[src/rtl/contador_cm_pkg.sv]
// Shared constants for the echo-width-to-centimetre counter: FSM state
// encoding (also exported on db_estado) and the BCD digit width.
package contador_cm_pkg;

    localparam int BCD_W = 4;

    typedef enum logic [3:0] {
        ST_INICIAL       = 4'd0,
        ST_ESPERA        = 4'd1,
        ST_CONTA         = 4'd2,
        ST_ARREDONDA     = 4'd3,
        ST_FINAL         = 4'd4,
        ST_TIMEOUT       = 4'd5,
        ST_AGUARDA_BAIXO = 4'd6
    } estado_t;

endpackage

[src/rtl/contador_bcd_sat.sv]
// D-digit BCD up-counter with synchronous clear. An increment request while
// every digit is 9 leaves the value untouched and raises satura for that cycle.
module contador_bcd_sat
    import contador_cm_pkg::*;
#(
    parameter int D = 3
) (
    input  logic               clock,
    input  logic               zera,
    input  logic               conta,
    output logic [BCD_W*D-1:0] digitos,
    output logic               satura
);

    logic [BCD_W*D-1:0] digitos_q;
    logic [BCD_W*D-1:0] digitos_d;
    logic [D-1:0]       nove;
    logic               cy;

    genvar g;
    generate
        for (g = 0; g < D; g++) begin : g_nove
            assign nove[g] = (digitos_q[BCD_W*g +: BCD_W] == 4'd9);
        end
    endgenerate

    // Increment request at the all-9s ceiling is reported, not applied.
    assign satura = conta & (&nove);

    // Ripple carry: each digit wraps 9->0 and passes the carry upward.
    always_comb begin
        digitos_d = digitos_q;
        cy        = conta & ~(&nove);
        for (int i = 0; i < D; i++) begin
            if (cy) begin
                if (nove[i]) begin
                    digitos_d[BCD_W*i +: BCD_W] = 4'd0;
                end else begin
                    digitos_d[BCD_W*i +: BCD_W] = digitos_q[BCD_W*i +: BCD_W] + 4'd1;
                    cy = 1'b0;
                end
            end
        end
    end

    // Digit register; zera wins over any increment.
    always_ff @(posedge clock) begin
        if (zera) digitos_q <= '0;
        else      digitos_q <= digitos_d;
    end

    assign digitos = digitos_q;

endmodule

[src/rtl/contador_cm_param.sv]
// Measures the high time of pulso in clock cycles and converts it to whole
// centimetres (R clocks per cm) in BCD, with optional round-to-nearest,
// saturation flag and timeout abort. pronto pulses once per measurement.
module contador_cm_param
    import contador_cm_pkg::*;
#(
    parameter int R          = 2941,
    parameter int N          = 12,
    parameter int D          = 3,
    parameter int TIMEOUT_CM = 400,
    parameter int TW         = 9,
    parameter int ARRED      = 1
) (
    input  logic               clock,
    input  logic               reset,
    input  logic               pulso,
    output logic [BCD_W*D-1:0] digitos,
    output logic               pronto,
    output logic               fim,
    output logic               timeout,
    output logic               medindo,
    output logic [3:0]         db_estado
);

    estado_t       state_q, state_d;
    logic [N-1:0]  tick_q, tick_d;
    logic [TW-1:0] cm_q, cm_d;
    logic          fim_q, fim_d;
    logic          timeout_q, timeout_d;
    logic          inicia;
    logic          conta;
    logic          satura;
    logic [N:0]    tick_x2;

    // Remainder doubled so "remainder >= half a cm" needs no division.
    assign tick_x2 = {tick_q, 1'b0};

    // Next-state, counter updates and BCD increment requests.
    always_comb begin
        state_d   = state_q;
        tick_d    = tick_q;
        cm_d      = cm_q;
        timeout_d = timeout_q;
        inicia    = 1'b0;
        conta     = 1'b0;
        case (state_q)
            ST_INICIAL: begin
                // Never measure a pulse already in progress.
                state_d = pulso ? ST_AGUARDA_BAIXO : ST_ESPERA;
            end
            ST_ESPERA: begin
                if (pulso) begin
                    // Rising-edge cycle is already tick 1.
                    state_d   = ST_CONTA;
                    inicia    = 1'b1;
                    tick_d    = N'(1);
                    cm_d      = '0;
                    timeout_d = 1'b0;
                end
            end
            ST_CONTA: begin
                if (cm_q == TW'(TIMEOUT_CM)) begin
                    // Flag raised on entry so it is valid alongside pronto.
                    state_d   = ST_TIMEOUT;
                    timeout_d = 1'b1;
                end else if (!pulso) begin
                    state_d = ST_ARREDONDA;
                end else if (tick_q == N'(R - 1)) begin
                    tick_d = '0;
                    cm_d   = cm_q + TW'(1);
                    conta  = 1'b1;
                end else begin
                    tick_d = tick_q + N'(1);
                end
            end
            ST_ARREDONDA: begin
                conta   = (ARRED != 0) && (tick_x2 >= (N+1)'(R));
                state_d = ST_FINAL;
            end
            ST_FINAL: begin
                state_d = pulso ? ST_AGUARDA_BAIXO : ST_ESPERA;
            end
            ST_TIMEOUT: begin
                state_d = ST_AGUARDA_BAIXO;
            end
            ST_AGUARDA_BAIXO: begin
                if (!pulso) state_d = ST_ESPERA;
            end
            default: state_d = ST_INICIAL;
        endcase
    end

    // fim is sticky within a measurement and cleared at its start.
    assign fim_d = inicia ? 1'b0 : (fim_q | satura);

    // State, tick/cm counters and flags.
    always_ff @(posedge clock) begin
        if (reset) begin
            state_q   <= ST_INICIAL;
            tick_q    <= '0;
            cm_q      <= '0;
            fim_q     <= 1'b0;
            timeout_q <= 1'b0;
        end else begin
            state_q   <= state_d;
            tick_q    <= tick_d;
            cm_q      <= cm_d;
            fim_q     <= fim_d;
            timeout_q <= timeout_d;
        end
    end

    contador_bcd_sat #(.D(D)) u_bcd (
        .clock   (clock),
        .zera    (reset | inicia),
        .conta   (conta),
        .digitos (digitos),
        .satura  (satura)
    );

    assign pronto    = (state_q == ST_FINAL) || (state_q == ST_TIMEOUT);
    assign medindo   = (state_q == ST_CONTA);
    assign db_estado = state_q;
    assign fim       = fim_q;
    assign timeout   = timeout_q;

endmodule

[config.mk]
export PLATFORM = sky130hd
export DESIGN_NAME = contador_cm_param
export DESIGN_NICKNAME = d
export VERILOG_FILES = /design/src/rtl/contador_cm_pkg.sv /design/src/rtl/contador_bcd_sat.sv /design/src/rtl/contador_cm_param.sv
export SDC_FILE = /design/constraint.sdc
export NUM_CORES = 1
export LEC_CHECK = 0
export CAP_MARGIN = 20
export CORE_AREA = 5 5 96 98
export CTS_BUF_LIST = sky130_fd_sc_hd__clkbuf_16
export CTS_CLUSTER_DIAMETER = 200
export DETAILED_ROUTE_END_ITERATION = 8
export DIE_AREA = 0 0 101 103
export REMOVE_ABC_BUFFERS = 1
export SYNTH_ARGS = -nofsm -noshare
export SYNTH_HDL_FRONTEND = slang
export SYNTH_SLANG_ARGS = --single-unit
[constraint.sdc]
create_clock -name clock -period 5.84 [get_ports clock]
set_input_delay 1.168 -clock clock [delete_from_list [all_inputs] [get_ports clock]]
set_output_delay 1.168 -clock clock [all_outputs]
set_load 0.03 [all_outputs]
==> results.yml <==
sta:
  post-route-min-period_ns: 3.92
  rsz0062_at_grt: "false"
  fin_crit_sh_pct: 67.2
  slew-limit-headroom_pct: 47.2
  tightest_slew_ns: 0.790
  setup_tns_ns: 0
  fmax_mhz: 255
  fin_skew_ns: 0.00534
  finalSetupViolCount: 0
  hold_viol_final: 0
  maxSlewViolCount: 0
cts:
  cts_tree: "done"
  holdBufCountCts: 0
  cts_num_sinks: 38
  ctsResizeCount: 0
  root_buffer: "clkbuf_16"
  clockBufferDepth: 2
  cts_buffers: 5
  htreeDepth: 2
  post_cts_buffers: 0
  insertion_delay_ns: 0.28
  clk_pin_slew_worst_paths_ns: 0.06
yosys:
  synthArstFlopShare_pct: 0
  ys_warn_count: 0
  synth_cell_types: 59
  postSynthAreaPerCell_um2: 8.52
  netlist.area_leader.share_pct: 35.3
  synthCells: 253
  netlist_top_cells_area: "dfxtp_1, a21oi_1, nand2_1"
  synth_edf_count: 0
  synth_area_um2: 2150
  seq_area_frac_synth_pct: 35.3
  synthFlopType: "dfxtp_1"
  yosys_register_bits: 38
  yosys.area.top_type: "dfxtp_1"
power_and_ir_drop:
  ir_worst_vdd_v: 0.000134
  p_leak_nw: 0.880
  p_per_area_nw_per_um2: 248
  design_power_total_uw: 647
grt:
  grt_usage_pct: 10.2
  grt_pass1_vias: 1787
  grt_max_degree: 19
  grt_overflow: 0
  grt_pass1_wl_um: 8660
  antenna_found_initial: 0
setup_path:
  critPathRequiredTime_ns: 4.67
  worstPathArrival_ns: 2.75
  worstSetupStartpointType: "flop"
  crit_type: "reg -> out"
  cp_max_fo: 10
  end_kind: "output port"
  reg2reg_from: "db_estado[1]$_SDFFE_PP0P_"
  crit_path_start: "db_estado[1]$_SDFFE_PP0P_"
  cp_top_family: "simple AND/OR/NAND/NOR gates"
  crit_buf_inv: 2
  critPathSlowestCell: "clkdlybuf4s50_1"
  rrSetupSlack_ns: 3.19
  max_stage_delay_ns: 0.73
  crit_chain: "nor2b_1, nand2b_1, inv_1, clkdlybuf4s50_1"
floorplan:
  initial_core_util_pct: 25.7
  pin_count: 23
  die_y_um: 103
  rows: 34
  fp.coreArea_um2: 8380
  die_x_um: 101
  fp.dieArea_um2: 10400
layout:
  syn2layout_area_growth_pct: 21.0
  num_antenna_cells: 0
  final_common_cell: "dfxtp_1"
  fillers: 853
  nets: 276
  mostFrequentLayoutCells: "dfxtp_1, clkdlybuf4s50_1, nand2_1"
  drive_gt1_share_pct: 7.41
outcome:
  status: "complete, no violations"
detailed_routing:
  drt-initial-drc-count: 48
  drc_errors: 0
  viasPerCell: 5.08
  vias: 1921
  routedWlPerCell_um: 13.8
  drt_first_pass_iters: 4
  routed_wl_um: 5230
  drtAntennaViolNets: 0
min_path:
  hp-start: "fim$_SDFF_PP0_"
  hold_class: "reg -> reg"
job:
  cap_viol_max_count: 0
place:
  port_buffers: 21
  post-dp-hpwl_um: 3540
  place.gp.congestion: 0.817
[power by group]
part | switching, mW | internal [mW]
sequential | 0.00702 | 0.263
combinational | 0.0456 | 0.0221
clock | 0.109 | 0.200
total | 0.162 | 0.485
[final timing paths]
check        depth (start not counted)                     end
max                                  4                 medindo
min                                  1          fim$_SDFF_PP0_
max reg2reg                          5  tick_q[5]$_SDFFE_PP0P_
min reg2reg                          1          fim$_SDFF_PP0_
[logic make-up (layout without fill, tap and decap cells)]
group | Yosys count | in the layout | synth area share, %
DFF | 38 | 38 | 35.3
muxes | 8 | 8 | 3.83
buffers and inverters | 22 | 39 | 4.59
other | 1 | 1 | 0.174
adders and majority gates | 4 | 4 | 2.32
xor gates and xnor gates | 5 | 5 | 2.03
and+or+nand+nor | 113 | 113 | 31.1
AOI/OAI and AO/OA | 62 | 62 | 20.6
[stage by stage]
| stage | setup slack (ns) | instances | utilization (%) | hold WS [ns] | area (um^2) |
|---|---|---|---|---|---|
| final | 1.92 | 378 | 31.1 | 0.471 | 2610 |
| after global routing | 1.80 | 378 | 31.1 | 0.498 | 2610 |
| after CTS | 1.94 | 378 | 31.1 | 0.478 | 2610 |
| after detailed placement | 2.26 | 370 | 29.1 | 0.458 | 2440 |
| after global placement | 2.29 | 370 | 29.1 | 0.451 | 2440 |
| after floorplan | 3.11 | 240 | - | 0.443 | 2090 |
[layout make-up]
class	instances	area (um^2)	share of cell area [%]
Multi-Input combinational cell	193	1290	49.7
Clock inverter	3	40.0	1.54
Clock buffer	5	125	4.80
Inverter	9	33.8	1.30
Timing Repair Buffer	22	218	8.35
Sequential cell	38	761	29.2
Tap cell	108	135	5.18
[registers in the layout, summed over array words and instances (netlist names)]
name	cells
u_bcd.digitos	12
fim	1
cm_q	9
tick_q	12
db_estado	3
timeout	1
[Yosys cell counts (4+ instances only)]
library cell	n
a21oi_1	18
and3_1	7
buf_2	4
clkbuf_1	6
dfxtp_1	38
ha_1	4
inv_1	9
mux2i_1	6
nand2_1	20
nand2b_1	7
nand3_1	9
nand4_1	6
nor2_1	19
nor2b_1	7
nor3_1	4
o21ai_1	8
o31ai_1	5
or3_1	6
or4_1	7
xor2_1	5
[per-layer routing]
layer | track usage, % | part of all wire, %
met5 | 0 | 0
met4 | 2.25 | 0.50
met3 | 2.44 | 2.9
met2 | 16.1 | 45
met1 | 14.3 | 51
(Power assumes the default switching activity.)
